===== config.mk =====
export PLATFORM = sky130hd
export DESIGN_NAME = prog_loader_flat
export DESIGN_NICKNAME = d
export VERILOG_FILES = /design/src/rtl/prog_loader_pkg.sv /design/src/rtl/prog_loader_if.sv /design/src/rtl/prog_loader.sv /design/src/flat_wrapper.sv
export SDC_FILE = /design/constraint.sdc
export NUM_CORES = 1
export LEC_CHECK = 0
export ABC_CLOCK_PERIOD_IN_PS = 2700
export BUFFER_PORTS_ARGS = -buffer_cell sky130_fd_sc_hd__buf_4
export CAP_MARGIN = 40
export CELL_PAD_IN_SITES_DETAIL_PLACEMENT = 1
export CELL_PAD_IN_SITES_GLOBAL_PLACEMENT = 2
export CORE_UTILIZATION = 34
export CTS_CLUSTER_DIAMETER = 150
export DETAILED_ROUTE_END_ITERATION = 10
export PLACE_DENSITY = 0.84
export SLEW_MARGIN = 40
export SYNTH_ARGS = -nofsm -noshare
export SYNTH_HDL_FRONTEND = slang
export SYNTH_SLANG_ARGS = --single-unit

===== constraint.sdc =====
create_clock -name clk -period 2.7 [get_ports clk]
set_clock_uncertainty 0.2 [all_clocks]
set_input_delay 0.54 -clock clk [delete_from_list [all_inputs] [get_ports clk]]
set_output_delay 0.54 -clock clk [all_outputs]
set_load 0.01 [all_outputs]

===== src/rtl/prog_loader_pkg.sv =====
// Shared types for the program loader: FSM state encoding and word geometry.
package prog_loader_pkg;

    localparam int unsigned BYTES_PER_WORD = 4;

    typedef enum logic [2:0] {
        IDLE,
        LEN_LO,
        LEN_HI,
        PAYLOAD,
        CSUM,
        DONE,
        ERROR
    } loader_state_t;

endpackage


===== src/rtl/prog_loader_if.sv =====
// Byte-stream input and instruction-memory write port of the program loader.
interface prog_loader_if #(
    parameter int unsigned DATA_WIDTH = 32,
    parameter int unsigned ADDR_WIDTH = 6
);

    logic                  byte_valid;
    logic [7:0]            byte_data;
    logic                  byte_ready;
    logic                  imem_wr_en;
    logic [ADDR_WIDTH-1:0] imem_wr_addr;
    logic [DATA_WIDTH-1:0] imem_wr_data;

    // Master is the byte source / memory side; slave is the loader itself.
    modport master (
        output byte_valid, byte_data,
        input  byte_ready, imem_wr_en, imem_wr_addr, imem_wr_data
    );

    modport slave (
        input  byte_valid, byte_data,
        output byte_ready, imem_wr_en, imem_wr_addr, imem_wr_data
    );

endinterface


===== src/rtl/prog_loader.sv =====
// Loads a length-prefixed little-endian byte image into instruction memory and
// holds the core in reset until done. Optional checksum byte: PROG_LOADER_CSUM_EN.
module prog_loader
    import prog_loader_pkg::*;
#(
    parameter int unsigned DATA_WIDTH    = 32,
    parameter int unsigned PROG_MEM_SIZE = 58
) (
    input  logic            clk,
    input  logic            reset_n,
    input  logic            start,
    prog_loader_if.slave    bus,
    output logic            core_reset,
    output logic            load_done,
    output logic            load_error
);

    localparam int unsigned ADDR_WIDTH = $clog2(PROG_MEM_SIZE);

    loader_state_t state;
    logic [7:0]    len_lo;
    logic [15:0]   word_total;
    logic [15:0]   word_cnt;
    logic [1:0]    byte_cnt;
    logic [23:0]   shift;
`ifdef PROG_LOADER_CSUM_EN
    logic [7:0]    csum;
`endif

    logic          accept;
    logic [15:0]   len_rx;
    logic          last_word;
    logic          word_full;

    assign accept    = bus.byte_valid && bus.byte_ready;
    assign len_rx    = {bus.byte_data, len_lo};
    assign last_word = (word_cnt == word_total - 16'd1);
    assign word_full = (byte_cnt == 2'(BYTES_PER_WORD - 1));

    always_ff @(posedge clk or negedge reset_n) begin
        if (!reset_n) begin
            state            <= IDLE;
            len_lo           <= '0;
            word_total       <= '0;
            word_cnt         <= '0;
            byte_cnt         <= '0;
            shift            <= '0;
`ifdef PROG_LOADER_CSUM_EN
            csum             <= '0;
`endif
            bus.byte_ready   <= 1'b0;
            bus.imem_wr_en   <= 1'b0;
            bus.imem_wr_addr <= '0;
            bus.imem_wr_data <= '0;
            core_reset       <= 1'b1;
            load_done        <= 1'b0;
            load_error       <= 1'b0;
        end else begin
            bus.imem_wr_en <= 1'b0;
            case (state)
                IDLE, DONE, ERROR: begin
                    // Release lags DONE entry by one cycle so the final write lands first.
                    if (state == DONE) begin
                        load_done  <= 1'b1;
                        core_reset <= 1'b0;
                    end
                    if (start) begin
                        state          <= LEN_LO;
                        bus.byte_ready <= 1'b1;
                        load_done      <= 1'b0;
                        load_error     <= 1'b0;
                        core_reset     <= 1'b1;
                        word_cnt       <= '0;
                        byte_cnt       <= '0;
`ifdef PROG_LOADER_CSUM_EN
                        csum           <= '0;
`endif
                    end
                end
                LEN_LO: begin
                    if (accept) begin
                        len_lo <= bus.byte_data;
                        state  <= LEN_HI;
                    end
                end
                LEN_HI: begin
                    if (accept) begin
                        word_total <= len_rx;
                        if (len_rx == 16'd0) begin
`ifdef PROG_LOADER_CSUM_EN
                            state          <= CSUM;
`else
                            state          <= DONE;
                            bus.byte_ready <= 1'b0;
`endif
                        end else if (len_rx > 16'(PROG_MEM_SIZE)) begin
                            state          <= ERROR;
                            bus.byte_ready <= 1'b0;
                            load_error     <= 1'b1;
                        end else begin
                            state <= PAYLOAD;
                        end
                    end
                end
                PAYLOAD: begin
                    if (accept) begin
`ifdef PROG_LOADER_CSUM_EN
                        csum     <= csum ^ bus.byte_data;
`endif
                        byte_cnt <= byte_cnt + 2'd1;
                        if (word_full) begin
                            bus.imem_wr_en   <= 1'b1;
                            bus.imem_wr_addr <= word_cnt[ADDR_WIDTH-1:0];
                            bus.imem_wr_data <= {bus.byte_data, shift};
                            word_cnt         <= word_cnt + 16'd1;
                            if (last_word) begin
`ifdef PROG_LOADER_CSUM_EN
                                state          <= CSUM;
`else
                                state          <= DONE;
                                bus.byte_ready <= 1'b0;
`endif
                            end
                        end else begin
                            shift <= {bus.byte_data, shift[23:8]};
                        end
                    end
                end
`ifdef PROG_LOADER_CSUM_EN
                CSUM: begin
                    if (accept) begin
                        bus.byte_ready <= 1'b0;
                        if (bus.byte_data == csum) begin
                            state <= DONE;
                        end else begin
                            state      <= ERROR;
                            load_error <= 1'b1;
                        end
                    end
                end
`endif
                default: begin
                    state          <= IDLE;
                    bus.byte_ready <= 1'b0;
                end
            endcase
        end
    end

endmodule


===== src/flat_wrapper.sv =====
// flat-port wrapper written by rule: the top's interface ports become plain ports
module prog_loader_flat import prog_loader_pkg::*;
#(
    parameter int unsigned DATA_WIDTH    = 32,
    parameter int unsigned PROG_MEM_SIZE = 58
)
  (clk, reset_n, start, core_reset, load_done, load_error, bus_byte_valid, bus_byte_data, bus_byte_ready, bus_imem_wr_en, bus_imem_wr_addr, bus_imem_wr_data);
  prog_loader_if #(.DATA_WIDTH(DATA_WIDTH), .ADDR_WIDTH(($clog2((58))))) bus_i ();
  input  logic clk;
  input  logic reset_n;
  input  logic start;
  output logic core_reset;
  output logic load_done;
  output logic load_error;
  input wire logic [$bits(bus_i.byte_valid)-1:0] bus_byte_valid;
  input wire logic [$bits(bus_i.byte_data)-1:0] bus_byte_data;
  output wire logic [$bits(bus_i.byte_ready)-1:0] bus_byte_ready;
  output wire logic [$bits(bus_i.imem_wr_en)-1:0] bus_imem_wr_en;
  output wire logic [$bits(bus_i.imem_wr_addr)-1:0] bus_imem_wr_addr;
  output wire logic [$bits(bus_i.imem_wr_data)-1:0] bus_imem_wr_data;
  assign bus_i.byte_valid = bus_byte_valid;
  assign bus_i.byte_data = bus_byte_data;
  assign bus_byte_ready = bus_i.byte_ready;
  assign bus_imem_wr_en = bus_i.imem_wr_en;
  assign bus_imem_wr_addr = bus_i.imem_wr_addr;
  assign bus_imem_wr_data = bus_i.imem_wr_data;
  prog_loader #(.DATA_WIDTH(DATA_WIDTH), .PROG_MEM_SIZE(PROG_MEM_SIZE)) u_core (.clk(clk), .reset_n(reset_n), .start(start), .bus(bus_i), .core_reset(core_reset), .load_done(load_done), .load_error(load_error));
endmodule

==> implementation parameters, run 1 <==
Parameter                              Value

Place
  DP Wirelength ... 9.357 mm
  Port buffer count ... 54
  GP Congestion ... 0.8102
  Cell area reported after detailed placement ... 5973 um2

Finish
  Count of antenna diodes in the layout ... 0
  Share of cells above drive strength 1 ... 30.15%
  Total number of nets in the final design ... 545
  Leading cell types in the layout, fill and taps excluded ... sky130_fd_sc_hd__dfrtp_1 (111), sky130_fd_sc_hd__buf_4 (75), sky130_fd_sc_hd__nand2_1 (65)
  Design Area, Final ... 6279 um2
  Area growth from synthesis to layout ... 20.08%
  Most common library cell in the layout ignoring fill and taps ... sky130_fd_sc_hd__dfrtp_1

Drt
  WL final ... 12.79 mm
  Total number of vias ... 3813
  DRC marker count from the first detailed-route iteration ... 206
  WL per Instance ... 17.82 um
  TritonRoute pass-1 iters ... 4
  Drt drc ... 0
  Final antenna-violating net count ... 0
  Number of vias per cell after detailed routing ... 5.311

Synth
  Adder-cell share of the synthesized area ... 0.7179%
  Parity-gate share of the synthesized area counting xor and xnor cells ... 4.858%
  Multiplexer fraction of the synthesized cell area ... 15.72%
  Main synth FF type ... sky130_fd_sc_hd__dfrtp_1
  Syn nets ... 475
  Yosys warning total ... 0
  Post-synthesis share of cell area spent on and, or, nand and nor gates ... 14.72%
  Gate count after technology mapping ... 460
  Post-Syn Area ... 5229 um2
  Distinct cells, synth ... 57
  Share of synthesized flip-flops with an asynchronous set or reset ... 100.0%
  Combinational family with the most area after synthesis ... multiplexers
  Compound-cell area share of the yosys netlist ... 7.633%
  Part of the Yosys area used for sequential elements ... 53.63%
  Flip-flop and latch count after synthesis ... 112
  Mapped Avg Cell Area ... 11.37 um2
  Number of synthesized flops with an enable pin ... 0

Clock tree
  CTS root buffer ... sky130_fd_sc_hd__clkbuf_16
  CTS Buffer Depth ... 2
  Clock-pin transition on the worst setup and hold timing paths ... 0.07 ns
  Latest clock arrival within the worst-skew pair ... 0.36 ns
  H-Tree Depth ... 3
  TritonCTS buffer count ... 9
  Postcts setup bufs ... 0
  CTS tree ... done
  Total number of clock tree sinks ... 112

Critical path
  R2R Setup Slk ... 0.15 ns
  CP Data Arrival Time ... 2.63 ns
  Termination of the worst setup path ... u_core.word_cnt[14]
  Crit path launch type ... flip-flop
  Critical R2R Capture ... u_core.word_cnt[14]
  Critical path origin ... u_core.state[0]
  CP Capture Type ... flip-flop
  Crit path max fanout ... 11
  Depth of the worst register-to-register path ... 5
  Critical path type ... reg -> reg
  Data required, critical path ... 2.79 ns
  R2R Path Start ... u_core.state[0]

Global route
  Global-route total usage across every layer ... 17.53%
  Vias in the first global route ... 4031
  Global-route congestion overflow total ... 0
  Wire length of the first global-routing pass ... 21.71 mm
  Initial antenna violation count ... 0
  Largest net degree at the start of global routing ... 43

Power
  Power per unit of standard cell area ... 920.8 nW/um2
  Peak VDD IR ... 0.3843 mV
  Leakage ... 2.938 nW

Hold path
  Worst min-delay path class ... in -> reg
  Source of the worst hold timing path ... bus_byte_data[6]
  Number of instances on the worst hold path ... 3

STA
  Hold violation count in the final report ... 0
  Peak clock frequency supported by timing ... 392.9 MHz
  Slew of the pin with the lowest slew margin ... 0.4688 ns
  Worst slew margin ... 68.75%
  Setup repair after global routing missed its margin ... false
  Finish-stage setup viols ... 0
  Clock period minus worst slack ... 2.545 ns
  Total Neg Setup Slack ... 0 ns
  Final clock period utilization by the worst path ... 94.27%
  Max-slew violation count ... 0

Floorplan
  Width of the chip ... 126.0 um
  Initial standard-cell utilization of the core ... 35.44%
  Ports placed on the boundary ... 55
  Die Height ... 126.0 um
  Placeable Area ... 14750 um2
  Overall die area ... 15880 um2
  FP Rows ... 44

Job
  Maxcap violations ... 0

Run status
  Status ... completed
Yosys cell counts (2+ instances only):
library cell	count	area share (%)
sky130_fd_sc_hd__o22ai_1	4	0.48
sky130_fd_sc_hd__o21ai_0	9	0.86
sky130_fd_sc_hd__mux2_1	16	3.4
sky130_fd_sc_hd__and3_1	3	0.36
sky130_fd_sc_hd__a21oi_1	12	1.1
sky130_fd_sc_hd__xor2_1	13	2.2
sky130_fd_sc_hd__nor4_1	5	0.60
sky130_fd_sc_hd__mux2_2	57	12
sky130_fd_sc_hd__clkbuf_1	14	1.0
sky130_fd_sc_hd__nand3b_1	2	0.29
sky130_fd_sc_hd__a31oi_1	5	0.60
sky130_fd_sc_hd__buf_6	3	0.65
sky130_fd_sc_hd__a2111o_1	2	0.43
sky130_fd_sc_hd__or4_1	2	0.29
sky130_fd_sc_hd__nor3b_1	3	0.43
sky130_fd_sc_hd__a21o_1	3	0.43
sky130_fd_sc_hd__or3_1	6	0.72
sky130_fd_sc_hd__nor2b_1	4	0.48
sky130_fd_sc_hd__ha_1	3	0.72
sky130_fd_sc_hd__buf_1	2	0.14
sky130_fd_sc_hd__nor3_1	9	0.86
sky130_fd_sc_hd__nor2_1	22	1.6
sky130_fd_sc_hd__o31ai_1	3	0.43
sky130_fd_sc_hd__o21ai_1	5	0.48
sky130_fd_sc_hd__inv_1	12	0.86
sky130_fd_sc_hd__nand2_1	65	4.7
sky130_fd_sc_hd__nand4b_1	4	0.67
sky130_fd_sc_hd__nand4_1	8	0.96
sky130_fd_sc_hd__nand3_1	10	0.96
sky130_fd_sc_hd__nor4b_1	2	0.34
sky130_fd_sc_hd__xnor2_1	16	2.7
sky130_fd_sc_hd__dfrtp_1	111	53
per-layer routing:
layer / vias to the layer above / share of wire (%) / track usage [%]
li1: 1769 / - / -
met1: 1964 / 47 / 23.55
met2: 62 / 48 / 28.44
met3: 18 / 3.7 / 3.271
met4: 0 / 1.6 / 6.024
met5: - / 0 / 0
timing repair:
action                     4_1_cts  5_1_grt
hold buffers                     1        0
hold endpoints to repair        30        0
gates resized for setup          0        2
setup endpoints to repair        0        3
per-stage QoR:
step	util [%]	total power, mW	setup slack, ns	hold WS (ns)	std cells
final	42.55	5.781	0.1548	0.2311	718
after global routing	42.55	6.176	0.005185	0.2436	718
after CTS	42.47	5.830	0.1131	0.2213	718
after detailed placement	40.49	4.532	0.04348	0.2725	702
after global placement	40.49	4.389	0.1105	0.2586	702
after floorplan	-	3.818	0.08559	0.04441	460
final cells by class:
cell class / instances / area, um2
Fill cell: 1598 / 8476
Sequential cell: 112 / 2804
Multi-Input combinational cell: 316 / 2300
Timing Repair Buffer: 78 / 613.1
Tap cell: 184 / 230.2
Clock buffer: 9 / 225.2
Clock inverter: 6 / 57.56
Inverter: 13 / 48.80
registers in the layout, summed over array words and instances, names as in the netlist, 2 cells and up:
register                 flops
u_core.bus.imem_wr_data     32
u_core.shift                24
u_core.word_cnt             16
u_core.word_total           16
u_core.len_lo                8
u_core.bus.imem_wr_addr      6
u_core.state                 3
u_core.byte_cnt              2
cell families after synthesis:
family / Yosys count
flops: 112
compound gates: 57
simple gates: 154
buf+inv: 32
mux: 73
fa+ha+maj: 3
xor+xnor: 29
worst min-delay path by stage:
stage	slack, ns	end
after floorplan	0.04	u_core.bus.byte_ready
after global placement	0.26	u_core.bus.imem_wr_data[30]
after detailed placement	0.27	u_core.bus.imem_wr_data[28]
after CTS	0.22	u_core.bus.imem_wr_data[30]
after global routing	0.24	u_core.bus.imem_wr_data[30]
final	0.23	u_core.bus.imem_wr_data[30]
where the power goes:
part / leakage (nW) / internal, mW / switching [mW]
clock network: 0.136 / 0.637 / 0.630
logic: 1.33 / 0.986 / 0.955
registers: 1.47 / 2.11 / 0.465
worst max-delay path, cell delays in order (launching register included):
cell and delay, ns:
sky130_fd_sc_hd__dfrtp_1 0.46, sky130_fd_sc_hd__and2b_4 0.21, sky130_fd_sc_hd__or4_4 0.52, sky130_fd_sc_hd__a2111o_1 0.54
sky130_fd_sc_hd__or3_1 0.40, sky130_fd_sc_hd__a21oi_1 0.14
Power figures use the tool's default switching activity.
==> run 2: changes to the inputs <==
- RECOVER_POWER: not set -> 25
==> run 2 against run 1 <==
Net effect:
- clock power about the same
- combinational power is essentially flat
- highest routed layer unchanged
- critical path depth is the same
- largest cell class unchanged
- power is essentially flat
- sequential power hardly changed
- critical path type unchanged
- flip-flop and latch count unchanged
- critical endpoint is now u_core.word_cnt[10]
- design area fell by 0.24%
- maximum frequency hardly changed
- setup slack got worse by 0.0019 ns
- cell count unchanged
==> implementation parameters, run 2 (synthesis gave the netlist of run 1 again) <==
Parameter                              Value

Drt
  Highest metal used ... met4
  Number of vias per cell after detailed routing ... 5.327
  Amount of wire on met2 after detailed routing ... 6.167 mm
  DRC marker count from the first detailed-route iteration ... 210
  Final antenna-violating net count ... 0
  Wire length on met1 ... 6.052 mm
  Total number of vias ... 3825
  WL final ... 12.84 mm
  WL per Instance ... 17.89 um
  TritonRoute pass-1 iters ... 4
  Met3 layer wire length in the routed design ... 402 um
  Drt drc ... 0

Floorplan
  Overall die area ... 15880 um2
  FP Rows ... 44
  Ports placed on the boundary ... 55
  Initial standard-cell utilization of the core ... 35.44%
  Placeable Area ... 14750 um2
  Die Height ... 126.0 um
  Width of the chip ... 126.0 um

Clock tree
  H-Tree Depth ... 3
  Clock-pin transition on the worst setup and hold timing paths ... 0.07 ns
  TritonCTS buffer count ... 9
  Postcts setup bufs ... 0
  Latest clock arrival within the worst-skew pair ... 0.36 ns
  CTS root buffer ... sky130_fd_sc_hd__clkbuf_16
  CTS Buffer Depth ... 2
  Total number of clock tree sinks ... 112
  CTS tree ... done

STA
  Clock period minus worst slack ... 2.547 ns
  Setup repair after global routing missed its margin ... false
  Total Neg Setup Slack ... 0 ns
  Finish-stage setup viols ... 0
  Max-slew violation count ... 0
  Worst slew margin ... 42.15%
  Final clock period utilization by the worst path ... 94.34%
  Fin Hold WS ... 0.2289 ns
  Hold violation count in the final report ... 0
  Peak clock frequency supported by timing ... 392.6 MHz
  Slew of the pin with the lowest slew margin ... 0.8678 ns

Power
  Register share of total power ... 44.5%
  Leakage ... 2.932 nW
  Switching fraction of total power ... 35.47%
  Power per unit of standard cell area ... 922.4 nW/um2
  Clock network fraction of design power ... 21.9%
  Internal portion of total power ... 3.729 mW
  Switching power summed over all nets ... 2.049 mW
  Share of total power in combinational logic ... 33.6%
  Peak VDD IR ... 0.3834 mV

Global route
  Vias in the first global route ... 4031
  Global-route total usage across every layer ... 17.53%
  Initial antenna violation count ... 0
  Global-route congestion overflow total ... 0
  Wire length of the first global-routing pass ... 21.71 mm
  Largest net degree at the start of global routing ... 43

Place
  GP Congestion ... 0.8102
  Number of instances in the placed design ... 702
  Cell area reported after detailed placement ... 5973 um2
  Port buffer count ... 54
  DP Wirelength ... 9.357 mm

Critical path
  CP Capture Type ... flip-flop
  Critical path origin ... u_core.state[0]
  CP Data Arrival Time ... 2.63 ns
  Crit path max fanout ... 11
  Termination of the worst setup path ... u_core.word_cnt[10]
  R2R Setup Slk ... 0.15 ns
  Critical path type ... reg -> reg
  Depth of the worst register-to-register path ... 5
  Crit path launch type ... flip-flop
  Critical R2R Capture ... u_core.word_cnt[10]
  Data required, critical path ... 2.78 ns
  R2R Path Start ... u_core.state[0]

Finish
  Largest register by flop count ... u_core.bus.imem_wr_data
  Area growth from synthesis to layout ... 19.79%
  Non-filler cells, final ... 718
  Leading cell types in the layout, fill and taps excluded ... sky130_fd_sc_hd__dfrtp_1 (111), sky130_fd_sc_hd__buf_4 (74), sky130_fd_sc_hd__nand2_1 (65)
  Total number of nets in the final design ... 545
  Count of antenna diodes in the layout ... 0
  Share of cells above drive strength 1 ... 30.15%
  Largest registers ... u_core.bus.imem_wr_data x32, u_core.shift x24
  Design Area, Final ... 6264 um2
  Flip-flop count of the largest register after layout ... 32
  Most common library cell in the layout ignoring fill and taps ... sky130_fd_sc_hd__dfrtp_1

Job
  Maxcap violations ... 0

Hold path
  Worst min-delay path class ... in -> reg

Run status
  Status ... completed
run 2: cell count changes in the layout (fill, tap and decap cells not counted), sizes merged:
cell / change
buf: -2
clkbuf: +2
run 2: layout make-up:
type | instances | area, um2
fill | 1599 | 8491
sequential | 112 | 2804
multi-input combinational | 316 | 2300
timing repair buffer | 78 | 598.1
tap | 184 | 230.2
clock buffer | 9 | 225.2
clock inverter | 6 | 57.56
inverter | 13 | 48.80
run 2: worst min-delay path by stage:
stage | startpoint | endpoint | slack (ns) | cells after the start
after floorplan | reset_n | u_core.bus.byte_ready | 0.04 | 0
after global placement | u_core.bus.imem_wr_data[30] | u_core.bus.imem_wr_data[30] | 0.26 | 2
after detailed placement | u_core.bus.imem_wr_data[28] | u_core.bus.imem_wr_data[28] | 0.27 | 2
after CTS | bus_byte_data[6] | u_core.bus.imem_wr_data[30] | 0.22 | 3
after global routing | bus_byte_data[6] | u_core.bus.imem_wr_data[30] | 0.24 | 3
final | bus_byte_data[6] | u_core.bus.imem_wr_data[30] | 0.23 | 3
run 2: per-layer routing:
layer | track usage [%] | up-vias
met1 | 23.55 | 1978
met4 | 6.024 | 0
li1 | - | 1769
met5 | 0 | -
met2 | 28.44 | 58
met3 | 3.271 | 20
run 2: stage by stage:
stage	worst slack [ns]	total power, mW	util, %
2_1_floorplan	0.08559	3.818	-
3_3_place_gp	0.1105	4.389	40.49
3_5_place_dp	0.04348	4.532	40.49
4_1_cts	0.1131	5.830	42.47
5_1_grt	0.005185	6.173	42.45
6_report	0.1529	5.778	42.45
run 2: repair_timing:
item,in CTS,in global routing
hold endpoints to repair,30,0
endpoints found under the setup margin,0,3
gates resized for setup,0,2
hold buffers,1,0
run 2: power by group through the flow:
stage | Combinational [mW] | Sequential [mW] | Clock, mW
floorplan | 1.40 | 2.42 | 0
global placement | 1.82 | 2.57 | 0
detailed placement | 1.92 | 2.61 | 0
CTS | 1.94 | 2.58 | 1.31
global route | 2.15 | 2.66 | 1.36
finish | 1.94 | 2.57 | 1.27
run 2: worst max-delay path, stage by stage (launching register included):
cell,delay (ns)
sky130_fd_sc_hd__dfrtp_1,0.46
sky130_fd_sc_hd__and2b_4,0.21
sky130_fd_sc_hd__or4_4,0.51
sky130_fd_sc_hd__a2111o_1,0.54
sky130_fd_sc_hd__or3_1,0.41
sky130_fd_sc_hd__a21oi_1,0.14
